[src/rtl/alu_pkg.sv]
// Shared constants and types for the bit-serial ALU sequencer.
package alu_pkg;

    // ALU_control operation codes
    localparam logic [3:0] ALU_AND = 4'b0000;
    localparam logic [3:0] ALU_OR  = 4'b0001;
    localparam logic [3:0] ALU_ADD = 4'b0010;
    localparam logic [3:0] ALU_SUB = 4'b0110;
    localparam logic [3:0] ALU_NOR = 4'b1100;
    localparam logic [3:0] ALU_SLT = 4'b0111;

    // Operation select of the external 1-bit slice
    localparam logic [1:0] SOP_AND  = 2'b00;
    localparam logic [1:0] SOP_OR   = 2'b01;
    localparam logic [1:0] SOP_ADD  = 2'b10;
    localparam logic [1:0] SOP_LESS = 2'b11;

    typedef enum logic [1:0] {
        ST_IDLE    = 2'd0,
        ST_RUN     = 2'd1,
        ST_SLT_RUN = 2'd2,
        ST_DONE    = 2'd3
    } state_t;

    // Decoded slice control for one operation
    typedef struct packed {
        logic [1:0] op;     // slice op for the (first) serial pass
        logic       a_inv;
        logic       b_inv;  // also the initial carry-in
        logic       slt;    // needs a second LESS pass
        logic       arith;  // ADD/SUB: cout and overflow are meaningful
        logic       valid;
    } slice_ctrl_t;

endpackage

[src/rtl/alu_ctrl_decode.sv]
// Combinational decode of ALU_control into slice control fields.
module alu_ctrl_decode
    import alu_pkg::*;
(
    input  logic [3:0]  alu_control_i,
    output slice_ctrl_t ctrl_o
);

    // Map each operation code to its slice op and inversion settings
    always_comb begin
        // NOTE: a full default before the case means no path leaves ctrl_o unassigned, so no latch.
        ctrl_o = '0;
        unique case (alu_control_i)
            ALU_AND: begin ctrl_o.op = SOP_AND; ctrl_o.valid = 1'b1; end
            ALU_OR:  begin ctrl_o.op = SOP_OR;  ctrl_o.valid = 1'b1; end
            ALU_ADD: begin
                ctrl_o.op    = SOP_ADD;
                ctrl_o.arith = 1'b1;
                ctrl_o.valid = 1'b1;
            end
            ALU_SUB: begin
                ctrl_o.op    = SOP_ADD;
                ctrl_o.b_inv = 1'b1;
                ctrl_o.arith = 1'b1;
                ctrl_o.valid = 1'b1;
            end
            ALU_NOR: begin
                ctrl_o.op    = SOP_AND;
                ctrl_o.a_inv = 1'b1;
                ctrl_o.b_inv = 1'b1;
                ctrl_o.valid = 1'b1;
            end
            ALU_SLT: begin
                ctrl_o.op    = SOP_ADD;
                ctrl_o.b_inv = 1'b1;
                ctrl_o.slt   = 1'b1;
                ctrl_o.valid = 1'b1;
            end
            default: ctrl_o = '0;
        endcase
    end

endmodule

[src/rtl/alu_serial_ctrl.sv]
// Bit-serial sequencer driving an external 1-bit ALU slice, LSB first,
// with carry fed back between bits and a second pass for SLT.
module alu_serial_ctrl
    import alu_pkg::*;
#(
    parameter int WIDTH = 32
) (
    input  logic             clk_i,
    input  logic             rst_i,
    input  logic             start_i,
    input  logic [WIDTH-1:0] src1_i,
    input  logic [WIDTH-1:0] src2_i,
    input  logic [3:0]       ALU_control_i,
    output logic             slice_src1_o,
    output logic             slice_src2_o,
    output logic             slice_less_o,
    output logic             slice_A_invert_o,
    output logic             slice_B_invert_o,
    output logic             slice_cin_o,
    output logic [1:0]       slice_operation_o,
    input  logic             slice_result_i,
    input  logic             slice_cout_i,
    output logic [WIDTH-1:0] result_o,
    output logic             zero_o,
    output logic             cout_o,
    output logic             overflow_o,
    output logic             busy_o,
    output logic             done_o
);

    localparam int IDX_W = $clog2(WIDTH);
    localparam logic [IDX_W-1:0] LAST_IDX = IDX_W'(WIDTH - 1);

    slice_ctrl_t dec;

    state_t           state_q, state_d;
    logic [IDX_W-1:0] idx_q, idx_d;
    logic             carry_q, carry_d;
    logic             set_q, set_d;
    logic [WIDTH-1:0] a_q, a_d;
    logic [WIDTH-1:0] b_q, b_d;
    logic [1:0]       op_q, op_d;
    logic             a_inv_q, a_inv_d;
    logic             b_inv_q, b_inv_d;
    logic             slt_q, slt_d;
    logic             arith_q, arith_d;
    logic [WIDTH-1:0] acc_q, acc_d;
    logic [WIDTH-1:0] result_q, result_d;
    logic             zero_q, zero_d;
    logic             cout_q, cout_d;
    logic             ovf_q, ovf_d;

    logic             last_bit;

    alu_ctrl_decode u_decode (
        .alu_control_i (ALU_control_i),
        .ctrl_o        (dec)
    );

    assign last_bit = (idx_q == LAST_IDX);

    // Next-state, datapath updates and slice drive for the serial FSM
    always_comb begin
        state_d = state_q;
        idx_d   = idx_q;
        carry_d = carry_q;
        set_d   = set_q;
        a_d     = a_q;
        b_d     = b_q;
        op_d    = op_q;
        a_inv_d = a_inv_q;
        b_inv_d = b_inv_q;
        slt_d   = slt_q;
        arith_d = arith_q;
        acc_d   = acc_q;
        result_d = result_q;
        zero_d  = zero_q;
        cout_d  = cout_q;
        ovf_d   = ovf_q;

        slice_src1_o      = 1'b0;
        slice_src2_o      = 1'b0;
        slice_less_o      = 1'b0;
        slice_A_invert_o  = 1'b0;
        slice_B_invert_o  = 1'b0;
        slice_cin_o       = 1'b0;
        slice_operation_o = SOP_AND;
        busy_o            = 1'b0;
        done_o            = 1'b0;

        unique case (state_q)
            ST_IDLE: begin
                if (start_i) begin
                    a_d     = src1_i;
                    b_d     = src2_i;
                    op_d    = dec.op;
                    a_inv_d = dec.a_inv;
                    b_inv_d = dec.b_inv;
                    slt_d   = dec.slt;
                    arith_d = dec.arith;
                    idx_d   = '0;
                    carry_d = dec.b_inv;
                    acc_d   = '0;
                    if (dec.valid) begin
                        state_d = ST_RUN;
                    end else begin
                        state_d  = ST_DONE;
                        result_d = '0;
                        zero_d   = 1'b1;
                        cout_d   = 1'b0;
                        ovf_d    = 1'b0;
                    end
                end
            end

            ST_RUN: begin
                busy_o            = 1'b1;
                slice_src1_o      = a_q[idx_q];
                slice_src2_o      = b_q[idx_q];
                slice_cin_o       = carry_q;
                slice_operation_o = op_q;
                slice_A_invert_o  = a_inv_q;
                slice_B_invert_o  = b_inv_q;
                carry_d           = slice_cout_i;
                idx_d             = idx_q + IDX_W'(1);
                // The SLT subtraction pass only produces the sign decision
                if (!slt_q) begin
                    acc_d[idx_q] = slice_result_i;
                end
                if (last_bit) begin
                    idx_d = '0;
                    if (slt_q) begin
                        state_d = ST_SLT_RUN;
                        carry_d = 1'b1;
                        // sign of A-B corrected by signed overflow at the MSB
                        set_d   = slice_result_i ^ (carry_q ^ slice_cout_i);
                    end else begin
                        state_d  = ST_DONE;
                        result_d = acc_d;
                        zero_d   = (acc_d == '0);
                        cout_d   = arith_q & slice_cout_i;
                        ovf_d    = arith_q & (carry_q ^ slice_cout_i);
                    end
                end
            end

            ST_SLT_RUN: begin
                busy_o            = 1'b1;
                slice_src1_o      = a_q[idx_q];
                slice_src2_o      = b_q[idx_q];
                slice_cin_o       = carry_q;
                slice_operation_o = SOP_LESS;
                slice_A_invert_o  = 1'b0;
                slice_B_invert_o  = 1'b1;
                slice_less_o      = (idx_q == '0) ? set_q : 1'b0;
                carry_d           = slice_cout_i;
                idx_d             = idx_q + IDX_W'(1);
                acc_d[idx_q]      = slice_result_i;
                if (last_bit) begin
                    idx_d    = '0;
                    state_d  = ST_DONE;
                    result_d = acc_d;
                    zero_d   = (acc_d == '0);
                    cout_d   = 1'b0;
                    ovf_d    = 1'b0;
                end
            end

            ST_DONE: begin
                done_o  = 1'b1;
                state_d = ST_IDLE;
            end

            default: state_d = ST_IDLE;
        endcase
    end

    // State and datapath registers with synchronous reset
    always_ff @(posedge clk_i) begin
        // NOTE: every register here, accumulator included, is plain flops, so all of it is reset; reset outranks start_i.
        if (rst_i) begin
            state_q  <= ST_IDLE;
            idx_q    <= '0;
            carry_q  <= 1'b0;
            set_q    <= 1'b0;
            a_q      <= '0;
            b_q      <= '0;
            op_q     <= SOP_AND;
            a_inv_q  <= 1'b0;
            b_inv_q  <= 1'b0;
            slt_q    <= 1'b0;
            arith_q  <= 1'b0;
            acc_q    <= '0;
            result_q <= '0;
            zero_q   <= 1'b0;
            cout_q   <= 1'b0;
            ovf_q    <= 1'b0;
        end else begin
            // NOTE: non-blocking assignments so every flop samples the pre-edge value of its _d.
            state_q  <= state_d;
            idx_q    <= idx_d;
            carry_q  <= carry_d;
            set_q    <= set_d;
            a_q      <= a_d;
            b_q      <= b_d;
            op_q     <= op_d;
            a_inv_q  <= a_inv_d;
            b_inv_q  <= b_inv_d;
            slt_q    <= slt_d;
            arith_q  <= arith_d;
            acc_q    <= acc_d;
            result_q <= result_d;
            zero_q   <= zero_d;
            cout_q   <= cout_d;
            ovf_q    <= ovf_d;
        end
    end

    assign result_o   = result_q;
    assign zero_o     = zero_q;
    assign cout_o     = cout_q;
    assign overflow_o = ovf_q;

endmodule

[config.mk]
export PLATFORM = sky130hd
export DESIGN_NAME = alu_serial_ctrl
export DESIGN_NICKNAME = d
export VERILOG_FILES = /design/src/rtl/alu_pkg.sv /design/src/rtl/alu_ctrl_decode.sv /design/src/rtl/alu_serial_ctrl.sv
export SDC_FILE = /design/constraint.sdc
export NUM_CORES = 1
export LEC_CHECK = 0
export ABC_AREA = 1
export BUFFER_PORTS_ARGS = -buffer_cell sky130_fd_sc_hd__buf_2
export CAP_MARGIN = 20
export CORE_ASPECT_RATIO = 2
export CORE_UTILIZATION = 45
export CTS_BUF_LIST = sky130_fd_sc_hd__clkbuf_16
export DETAILED_ROUTE_END_ITERATION = 7
export PLACE_DENSITY_LB_ADDON = 0.25
export SETUP_SLACK_MARGIN = 0.15
export SLEW_MARGIN = 20
export SYNTH_ARGS = -nofsm -noshare
export SYNTH_HDL_FRONTEND = slang
export SYNTH_HIERARCHICAL = 1
export SYNTH_SLANG_ARGS = --single-unit
[constraint.sdc]
create_clock -name clk_i -period 3.62 [get_ports clk_i]
set_input_delay 0.724 -clock clk_i [delete_from_list [all_inputs] [get_ports clk_i]]
set_output_delay 0.724 -clock clk_i [all_outputs]
set_load 0.005 [all_outputs]
# Word level (Yosys, flattened, before mapping)
# Index checks and enable logic that the tools add are counted.
# totals
reg_bits	146
inputBits	73
output_inout_bits	45
word_cells	117
# classes
addsub	1
n_lt_le_gt_ge	2
n_eq_ne	14
n_mux	61
bitwise_logic	4
reduce_logical	19
# ops
operator	count
$mux 32	8
$pmux 32 s3	2
$logic_not 32->1	2
$bwmux 32	1
$mux 1	32
$pmux 1 s3	4
$bmux 1 s5	2
$mux 5	2
$ne 2x2->1 const B	5
$pmux 5 s2	1
$eq 4x3->1 const B	2
$mux 2	4
$pmux 2 s2	2
$pmux 2 s4	1
$lt 5x6->1 const B	1
$reduce_and 2->1	3
$reduce_and 3->1	2
$reduce_and 6->1	1
$reduce_or 3->1	2
$reduce_or 6->1	1
$add 5x1->5 const B	1
$demux 1 s5	1
$eq 5x5->1 const B	1
$ge 5x1->1 const B	1
other kinds (15)	19

# Depth between registers and ports, before layout
# Gate-level depths: netlist of run 1.
# logic_depth
ltp_word	11
ltp_mapped	16
ltp_nobuf	13

# Cells and area by module
# The synthesis of run 1 kept the hierarchy.
# by_module_without_submodules
mod	instances	cells_each	area_per_inst_um2	seq_area_each_um2
alu_serial_ctrl	1	1223	7773.7	2922.8
alu_ctrl_decode	1	19	83.8	0.0

# Worst setup path after synthesis of run 1
# OpenSTA, ideal clock, no wires.
# synth_path
path_type	reg-to-output
from	register idx_q[0]
to	output port slice_less_o
arrival_ns	1.731
required_ns	2.896
setup_slack_ns	1.165
stages_incl_launch_ff	8
n_path_buf	3
path_cell_list	dfxtp_1 -> clkbuf_1 -> inv_1 -> buf_1 -> ha_1 -> buf_1 -> nand3_1 -> nor3_1
# synth_via
elab_chain_len	3
# synth_lines
item	line	rtl
from (decl)	alu_serial_ctrl.sv:37	logic [IDX_W-1:0] idx_q, idx_d;
from (signal assigned)	alu_serial_ctrl.sv:201	idx_q <= idx_d;
$logic_not 5->1	alu_serial_ctrl.sv:155	slice_less_o = (idx_q == '0) ? set_q : 1'b0;
$mux 1	alu_serial_ctrl.sv:155	
$mux 1	alu_serial_ctrl.sv:91	unique case (state_q)
to (decl)	alu_serial_ctrl.sv:16	output logic slice_less_o,
# Every way passes these cells.

# Final worst setup path of run 1
# layout_path
from	register idx_q[1]
to	output port slice_less_o
# Same word-level chain as after synthesis.

==> run_results.csv, run 1 <==
group,metric,value,unit
timing,setup_tns,0,ns
worst_setup_path,worstReg2RegEnd,"zero_o$_SDFFE_PP0P_",
worst_setup_path,crit_buf_inv,3,
cts,post-cts-setup-buffers,0,
layout,area.growth.synth_to_final,15.4,%
detailed_routing,wl_met2,12400,um
timing,relSlewSlack,0.331,
detailed_routing,wl_per_cell,15.2,um
worst_setup_path,r2r_cells,12,
die,dieArea,18000,um2
worst_setup_path,critPathSlowestCell,"ha_1",
cts,cts_tree,"yes",
timing,finClkSkew,0.00749,ns
synth,seq_area_frac_synth,0.372,
die,core,17200,um2
worst_hold_path,hp-start,"a_q[6]$_SDFFE_PP0P_",
synth,synth_cell_type_count,26,
timing,maxSlewViolCount,0,
worst_hold_path,hp-class,"flop to flop",
global_route,grt_max_degree,102,
place,dp_hpwl,15800,um
worst_setup_path,end_kind,"primary output",
detailed_routing,vias,8451,
timing,max_slew.worst_pin.slew,1.00,ns
global_route,grt.total_usage,0.269,
die,start_util,0.457,
cts,clk_pin_slew,0.06,ns
detailed_routing,drc,0,
synth,synthesis.nets,1324,
synth,async_reset_ff_frac,0,
synth,avgSynthCellArea,6.33,um2
worst_setup_path,critPathLaunchType,"flop",
die,num_rows,68,
detailed_routing,drt-initial-drc-count,559,
detailed_routing,routed_wl,23100,um
synth,synth_ff_type,"dfxtp_1",
cts,cts-root-buf,"clkbuf_16",
detailed_routing,antenna_left,0,
timing,setup_violations,0,
worst_setup_path,crit-reg2reg-launch,"idx_q[4]$_SDFFE_PP0P_",
timing,max_freq,0.322,GHz
global_route,grt_pass1_vias,8092,
cts,clock_sinks,146,
timing,hold_viol_final,0,
timing,min_period,3.11,ns
worst_setup_path,cp_top_family,"buffers and inverters",
synth,synth_edf_count,0,
synth,ys_seq_elements,146,
die,io-pin-count,118,
worst_setup_path,critPathMaxStageDelay,0.52,ns
place,io_buffers,117,
global_route,grt_pass1_wl,38000,um
die,die_h,189,um
global_route,overflow,0,
global_route,antenna_found_initial,0,
synth,synth_cells,1242,
cts,cts_max_path_buffers,2,
worst_hold_path,min_path_cells,2,
power_and_ir_drop,p_per_area,810,nW/um2
detailed_routing,drt-vias-per-instance,5.55,
status,status,"finished, final reports clean",
power_and_ir_drop,power.leakage,4.00,nW
synth,ys_warn_count,6,
power_and_ir_drop,ir_drop,0.452,mV
synth,syn_area,7860,um2
layout,final_cell_mix,"267 x nand2_1, 219 x nor2_1, 178 x o21ai_0",
worst_hold_path,min_to,"a_q[6]$_SDFFE_PP0P_",
worst_setup_path,critPathKind,"flop to primary output",
worst_setup_path,crit_fanout,13,
layout,layout-drive-gt1-share,0.133,
worst_setup_path,cp_cell_sequence,"inv_1, buf_4, ha_1, nand3_1, nor3_1, buf_2",
cts,cts_buffers,17,
worst_setup_path,arrival,2.39,ns
worst_setup_path,rrSetupSlack,0.84,ns
detailed_routing,highest_layer,"met4",
timing,final_min_period_over_clock_period,0.859,
cts,htreeDepth,4,
detailed_routing,first_pass_iters,7,
layout,antenna_cells,0,
cts,cts_resized,0,
timing,rsz0062_at_grt,"no",
die,fp.dieW,95.4,um
layout,nNetsFinal,1383,
worst_setup_path,required,2.90,ns
timing,hold_ws,0.474,ns
cts,ctsHoldBuffers,0,
cts,clk_latency,0.43,ns
worst_setup_path,cp.depth,6,
flow_run,maxCapViolations,0,
place,gp_congestion,0.899,
detailed_routing,wl_met1,8590,um
detailed_routing,wl_met3,1010,um
layout,final_common_cell,"nand2_1",
-- how the worst max path moves through the flow --
stage | start | endpoint | slack [ns]
floorplan | idx_q[0]$_SDFFE_PP0P_ | slice_less_o | 1.16
global placement | slice_result_i | zero_o$_SDFFE_PP0P_ | 0.91
detailed placement | slice_result_i | zero_o$_SDFFE_PP0P_ | 0.92
CTS | idx_q[1]$_SDFFE_PP0P_ | slice_less_o | 0.50
global route | idx_q[1]$_SDFFE_PP0P_ | slice_less_o | 0.34
finish | idx_q[1]$_SDFFE_PP0P_ | slice_less_o | 0.51
-- registers in the layout, summed over array words and instances, names as in the netlist --
signal      cells
state_q         2
arith_q         1
slt_q           1
overflow_o      1
result_o       32
a_q            32
zero_o          1
acc_q          32
op_q            2
b_inv_q         1
idx_q           5
a_inv_q         1
carry_q         1
set_q           1
b_q            32
cout_o          1
-- cell type report --
class	instances	area, um2
Sequential cell	146	2920
Inverter	62	233
Tap cell	210	263
Clock buffer	17	425
Timing Repair Buffer	139	783
Clock inverter	13	121
Fill cell	1832	8120
Multi-Input combinational cell	935	4320
-- Yosys cell counts, drive strengths merged (2+ instances only) --
cell type  instances  area (um2)
nand2            270        1020
nor2             222         848
o21ai            179         896
dfxtp            146        2920
a21oi             80         400
nand3             79         395
clkbuf            75         282
inv               60         225
o22ai             47         294
nand4             37         231
buf               24         121
ha                 9         113
a22o               5        43.8
nor3               3        25.0
clkinv             2        7.51
-- routing by layer --
layer	up-vias	track usage
met5	-	0
met4	0	0.170
met3	70	0.0365
met2	286	0.482
met1	3831	0.285
li1	4264	-
-- kinds of logic (layout without fill, tap and decap cells) --
group | after synthesis | count (layout) | share of synthesized area
compound gates | 313 | 313 | 0.210
xor+xnor | 2 | 2 | 0.00223
fa+ha+maj | 9 | 9 | 0.0143
buf+inv | 161 | 231 | 0.0809
flops | 146 | 146 | 0.372
simple gates | 611 | 611 | 0.321
-- power breakdown --
group	internal (mW)	switching, mW
logic	1.09	2.22
registers	2.09	0.265
clock network	0.992	0.680
-- per-stage QoR --
| step | setup slack (ns) | cells | util | power, mW | instance area [um2] |
|---|---|---|---|---|---|
| 2_1_floorplan | 1.16 | 1242 | - | 4.69 | 7860 |
| 3_3_place_gp | 0.915 | 1491 | 0.494 | 5.59 | 8490 |
| 3_5_place_dp | 0.922 | 1491 | 0.494 | 5.66 | 8490 |
| 4_1_cts | 0.499 | 1521 | 0.526 | 7.34 | 9040 |
| 5_1_grt | 0.342 | 1522 | 0.527 | 7.95 | 9060 |
| 6_report | 0.510 | 1522 | 0.527 | 7.34 | 9060 |
-- tightest hold or removal path, cell delays in order (launching register included) --
cell and delay, ns:
dfxtp_1 0.32, nor2_1 0.04, nor2_1 0.08
Power figures use the tool's default switching activity.
==> inputs of run 2 (changes only) <==
--- a/config.mk
+++ b/config.mk
@@ -5,7 +5,6 @@
 export SDC_FILE = /design/constraint.sdc
 export NUM_CORES = 1
 export LEC_CHECK = 0
-export ABC_AREA = 1
 export BUFFER_PORTS_ARGS = -buffer_cell sky130_fd_sc_hd__buf_2
 export CAP_MARGIN = 20
 export CORE_ASPECT_RATIO = 2
==> run_results.csv, run 2 <==
group,metric,value,unit
power_and_ir_drop,p_per_area,626,nW/um2
worst_hold_path,hp-class,"flop to flop",
die,start_util,0.462,
global_route,grt_pass1_vias,7911,
synth,synth_edf_count,0,
synth,avgSynthCellArea,7.36,um2
timing,max_slew.worst_pin.slew,1.05,ns
timing,setup_slack,0.294,ns
worst_setup_path,required,2.90,ns
timing,final_min_period_over_clock_period,0.919,
power_and_ir_drop,power.leakage,3.47,nW
power_and_ir_drop,clkPwrFrac,0.277,
power_and_ir_drop,combPwrFrac,0.405,
synth,synth_ff_type,"dfxtp_1",
synth,seq_area_frac_synth,0.354,
worst_setup_path,arrival,2.60,ns
power_and_ir_drop,p_int,3.52,mW
detailed_routing,wl_per_cell,17.9,um
cts,htreeDepth,4,
worst_setup_path,critPathMaxStageDelay,0.52,ns
synth,synth_area_leader_cell,"dfxtp_1",
worst_setup_path,crit_fanout,11,
power_and_ir_drop,seqPwrFrac,0.318,
die,dieArea,18900,um2
worst_setup_path,end_kind,"primary output",
die,fp.dieW,97.8,um
die,num_rows,69,
layout,stdcell_area,9530,um2
global_route,overflow,0,
place,io_buffers,117,
timing,relSlewSlack,0.292,
layout,nFillCells,1770,
global_route,grt.total_usage,0.275,
detailed_routing,routed_wl,25500,um
detailed_routing,first_pass_iters,7,
layout,final_common_cell,"nand2_1",
place,dp_hpwl,18400,um
timing,maxSlewViolCount,0,
global_route,grt_max_degree,66,
timing,finClkSkew,0.0170,ns
worst_setup_path,critPathKind,"flop to primary output",
place,gp_congestion,0.974,
global_route,grt_pass1_wl,40700,um
die,io-pin-count,118,
global_route,antenna_found_initial,0,
cts,clk_latency,0.44,ns
cts,clk_pin_slew,0.06,ns
power_and_ir_drop,swShare,0.409,
synth,ys_warn_count,6,
flow_run,maxCapViolations,0,
cts,cts_buffers,17,
synth,synthesis.nets,1204,
place,dp_slack,0.515,ns
synth,yosysTopAreaCellShare,0.354,
place,place_area,8980,um2
detailed_routing,antenna_left,0,
status,violations,"DRC",
layout,final_cell_mix,"321 x nand2_1, 176 x a21oi_1, 145 x dfxtp_1",
timing,hold_viol_final,0,
timing,rsz0062_at_grt,"no",
timing,min_period,3.33,ns
status,status,"complete, but fails checks",
power_and_ir_drop,p_sw,2.44,mW
synth,async_reset_ff_frac,0,
cts,clock_sinks,146,
timing,setup_tns,0,ns
worst_setup_path,cp_cell_sequence,"buf_4, mux4_2, mux4_2, mux2i_1, nor2b_1, buf_2",
cts,ctsHoldBuffers,0,
detailed_routing,vias,8181,
detailed_routing,drt-vias-per-instance,5.76,
layout,multi_input_area,4890,um2
synth,synth_cell_type_count,71,
layout,antenna_cells,0,
layout,area.growth.synth_to_final,15.4,%
synth,ys_top_cells_by_area,"dfxtp_1 35%, nand2_1 15%, a21oi_1 11%",
synth,syn_area,8260,um2
cts,cts_tree,"yes",
synth,synth_cells,1122,
worst_setup_path,worst_path_most_repeated_cell,"mux4_2",
cts,cts_max_path_buffers,2,
layout,area.sequential,2920,um2
synth,synth_commonest_cells,"322 x nand2_1, 176 x a21oi_1, 146 x dfxtp_1, 78 x clkbuf_1, 49 x o21ai_0",
layout,nNetsFinal,1277,
layout,layout-drive-gt1-share,0.182,
synth,ys_seq_elements,146,
synth,synth.most_common_cell,"nand2_1",
detailed_routing,drc,8,
detailed_routing,drt-initial-drc-count,462,
die,die_h,194,um
worst_setup_path,critPathSlowestCell,"mux4_2",
power_and_ir_drop,ir_drop,0.507,mV
die,core,17900,um2
worst_setup_path,critPathLaunchType,"flop",
timing,setup_violations,0,
cts,post-cts-setup-buffers,0,
timing,max_freq,0.301,GHz
cts,cts-root-buf,"clkbuf_16",
==> run 2: cell types whose count changed in the layout (fill, tap and decap cells not counted), moves of 41 or more <==
cell,change
nand3_1,-68
o22ai_1,-41
nor2_1,-174
inv_1,-43
nand2_1,+54
o21ai_0,-129
a21oi_1,+96
==> run 2: routing by layer <==
layer / GRT usage / vias to the layer above / wire length (um)
met3: 0.0350 / 98 / 942
met5: 0 / - / 0
met2: 0.495 / 267 / 13500
li1: - / 4003 / -
met4: 0.207 / 0 / 1750
met1: 0.286 / 3813 / 9280
==> run 2: cell type report <==
cell class	instances	share of cell area
multi-input combinational	865	0.513
clock inverter	15	0.0125
inverter	12	0.00473
sequential	146	0.307
tap	213	0.0280
clock buffer	17	0.0446
timing repair buffer	153	0.0901
==> run 2: path summary, 6_finish.rpt <==
kind	startpoint	endpoint	slack, ns	depth (start not counted)
worst max-delay path	idx_q[0]$_SDFFE_PP0P_	slice_src2_o	0.29	6
worst min-delay path	result_o[15]$_SDFFE_PP0P_	result_o[15]$_SDFFE_PP0P_	0.45	2
worst max register to register	idx_q[2]$_SDFFE_PP0P_	zero_o$_SDFFE_PP0P_	0.69	6
worst min register to register	result_o[15]$_SDFFE_PP0P_	result_o[15]$_SDFFE_PP0P_	0.45	2
==> run 2: timing repair <==
item | 4_1_cts | 5_1_grt
setup endpoints to repair | 1 | 0
gates resized for setup | 1 | 0
endpoints found under the hold margin | 0 | 0
==> run 2: power groups by stage <==
stage,clock (mW),sequential [mW],combinational (mW)
2_1_floorplan,0,1.87,1.74
3_3_place_gp,0,1.93,2.39
3_5_place_dp,0,1.93,2.41
4_1_cts,1.67,1.90,2.42
5_1_grt,1.74,1.92,2.64
6_report,1.65,1.90,2.41
==> run 2: logic make-up (layout without fill, tap and decap cells) <==
kind of cell             after synthesis  count (layout)  synth area share
AO/OA/AOI/OAI                        311             311             0.219
XOR/XNOR                               2               2           0.00212
adder cells (fa/ha/maj)                9               9            0.0136
buffers and inverters                111             197            0.0557
flip-flops                           146             146             0.354
multiplexers                          38              38            0.0769
AND/OR/NAND/NOR                      505             505             0.279
==> run 2: stage by stage <==
stage	utilization	instances	power [mW]	hold slack (ns)
after floorplan	-	1122	3.62	0.432
after global placement	0.503	1389	4.32	0.440
after detailed placement	0.503	1389	4.34	0.443
after CTS	0.533	1421	5.99	0.452
after global routing	0.533	1421	6.30	0.469
final	0.533	1421	5.96	0.449
==> run 2: critical path: cells and delay by family, from the launching register on <==
family | cells | cell delay [ns]
buffers and inverters | 2 | 0.40
flip-flops | 1 | 0.50
multiplexers | 3 | 1.18
AND/OR/NAND/NOR | 1 | 0.09
==> inputs of run 3 (changes only) <==
--- a/config.mk
+++ b/config.mk
@@ -12,6 +12,7 @@
 export CTS_BUF_LIST = sky130_fd_sc_hd__clkbuf_16
 export DETAILED_ROUTE_END_ITERATION = 7
 export PLACE_DENSITY_LB_ADDON = 0.25
+export REMOVE_ABC_BUFFERS = 1
 export SETUP_SLACK_MARGIN = 0.15
 export SLEW_MARGIN = 20
 export SYNTH_ARGS = -nofsm -noshare
==> run_results.csv, run 3 (synthesis results as in run 2) <==
group,metric,value,unit
die,io-pin-count,118,
worst_setup_path,critPathLaunchType,"flop",
layout,fin_cells,1414,
global_route,overflow,0,
detailed_routing,drt-vias-per-instance,5.79,
timing,finClkSkew,0.00853,ns
die,dieArea,18900,um2
power_and_ir_drop,p_per_area,647,nW/um2
place,dpl.cell_count,1383,
detailed_routing,antenna_left,0,
global_route,grt_max_degree,71,
worst_setup_path,critPathKind,"flop to primary output",
detailed_routing,wl_met3,1040,um
worst_setup_path,crit-reg2reg-launch,"idx_q[1]$_SDFFE_PP0P_",
power_and_ir_drop,power.leakage,3.48,nW
timing,setup_violations,0,
place,gp_congestion,1.03,
timing,rsz0062_at_grt,"no",
cts,htreeDepth,4,
timing,hold_viol_final,0,
flow_run,maxCapViolations,0,
cts,clock_sinks,146,
place,dp_hpwl,17200,um
layout,final_core_util,0.537,
detailed_routing,drc,6,
detailed_routing,wl_met2,13200,um
layout,nNetsFinal,1271,
place,dp_slack,0.670,ns
worst_setup_path,crit_fanout,12,
die,die_h,194,um
detailed_routing,first_pass_iters,8,
die,fp.dieW,97.8,um
worst_setup_path,end_kind,"primary output",
die,start_util,0.462,
cts,cts_max_path_buffers,2,
worst_setup_path,arrival,2.61,ns
worst_hold_path,hp-class,"flop to flop",
cts,cts_buffers,17,
layout,antenna_cells,0,
worst_setup_path,worstReg2RegEnd,"zero_o$_SDFFE_PP0P_",
cts,clk_pin_slew,0.06,ns
layout,layout-drive-gt1-share,0.177,
cts,cts_tree,"yes",
worst_setup_path,r2r_cells,8,
place,io_buffers,117,
worst_setup_path,worstSetupStartpoint,"idx_q[1]$_SDFFE_PP0P_",
status,status,"complete, but fails checks",
global_route,grt.total_usage,0.266,
worst_setup_path,cp-endpoint,"slice_src1_o",
timing,max_slew.worst_pin.slew,1.03,ns
worst_setup_path,rrSetupSlack,0.63,ns
global_route,grt_pass1_wl,39800,um
timing,min_period,3.33,ns
detailed_routing,drt-initial-drc-count,414,
die,core,17900,um2
timing,relSlewSlack,0.315,
layout,area.growth.synth_to_final,16.2,%
timing,setup_slack,0.289,ns
detailed_routing,routed_wl,24400,um
timing,final_min_period_over_clock_period,0.920,
die,num_rows,69,
timing,setup_tns,0,ns
power_and_ir_drop,ir_drop,0.548,mV
global_route,antenna_found_initial,0,
detailed_routing,wl_met1,8700,um
detailed_routing,vias,8180,
worst_setup_path,required,2.90,ns
detailed_routing,highest_layer,"met4",
detailed_routing,wl_per_cell,17.2,um
timing,maxSlewViolCount,0,
layout,final_common_cell,"nand2_1",
cts,post-cts-setup-buffers,0,
timing,max_freq,0.300,GHz
cts,cts-root-buf,"clkbuf_16",
global_route,grt_pass1_vias,7946,
layout,final_cell_mix,"321 x nand2_1, 176 x a21oi_1, 146 x dfxtp_1",
cts,clk_latency,0.43,ns
status,violations,"DRC",
run 3: per-layer routing:
metal  vias to the layer above  track usage
met4                         0        0.194
met1                      3838        0.272
met2                       258        0.487
met3                        86       0.0376
li1                       3998            -
met5                         -            0
run 3: through the flow:
| stage | area (um2) | total power [mW] | hold WS, ns |
|---|---|---|---|
| floorplan | 7850 | 3.43 | 0.426 |
| global placement | 8980 | 4.35 | 0.439 |
| detailed placement | 8980 | 4.38 | 0.442 |
| CTS | 9590 | 6.26 | 0.448 |
| global route | 9600 | 6.56 | 0.465 |
| finish | 9600 | 6.21 | 0.448 |
run 3: timing repair:
action,4_1_cts,5_1_grt
hold buffers,0,0
resized for setup,0,1
endpoints found under the setup margin,0,1
run 3: final cells by class:
class / instances / area, um2
clock inverter: 14 / 189
sequential: 146 / 2920
clock buffer: 17 / 425
tap: 213 / 267
multi-input combinational: 865 / 4880
timing repair buffer: 147 / 863
inverter: 12 / 45.0
fill: 1763 / 8280
run 3: power breakdown:
group | switching [mW] | internal, mW | leakage, nW
Combinational | 1.64 | 0.841 | 2.00
Clock | 0.713 | 1.15 | 0.292
Sequential | 0.0999 | 1.77 | 1.19
Total | 2.45 | 3.76 | 3.48
run 3: critical path, cell delays in order, from the launching register on:
cell and delay [ns]:
dfxtp_1 0.65, buf_4 0.30, mux4_2 0.32, mux4_2 0.55, mux2i_1 0.15, nor2b_1 0.08, buf_2 0.13
run 3: worst min path at each step:
stage | from | to | cells after the start | slack, ns
6_report | overflow_o$_SDFFE_PP0P_ | overflow_o$_SDFFE_PP0P_ | 2 | 0.45
3_5_place_dp | overflow_o$_SDFFE_PP0P_ | overflow_o$_SDFFE_PP0P_ | 2 | 0.44
2_1_floorplan | a_inv_q$_SDFFE_PP0P_ | a_inv_q$_SDFFE_PP0P_ | 2 | 0.43
3_3_place_gp | b_q[18]$_SDFFE_PP0P_ | b_q[18]$_SDFFE_PP0P_ | 2 | 0.44
4_1_cts | overflow_o$_SDFFE_PP0P_ | overflow_o$_SDFFE_PP0P_ | 2 | 0.45
5_1_grt | result_o[28]$_SDFFE_PP0P_ | result_o[28]$_SDFFE_PP0P_ | 2 | 0.46
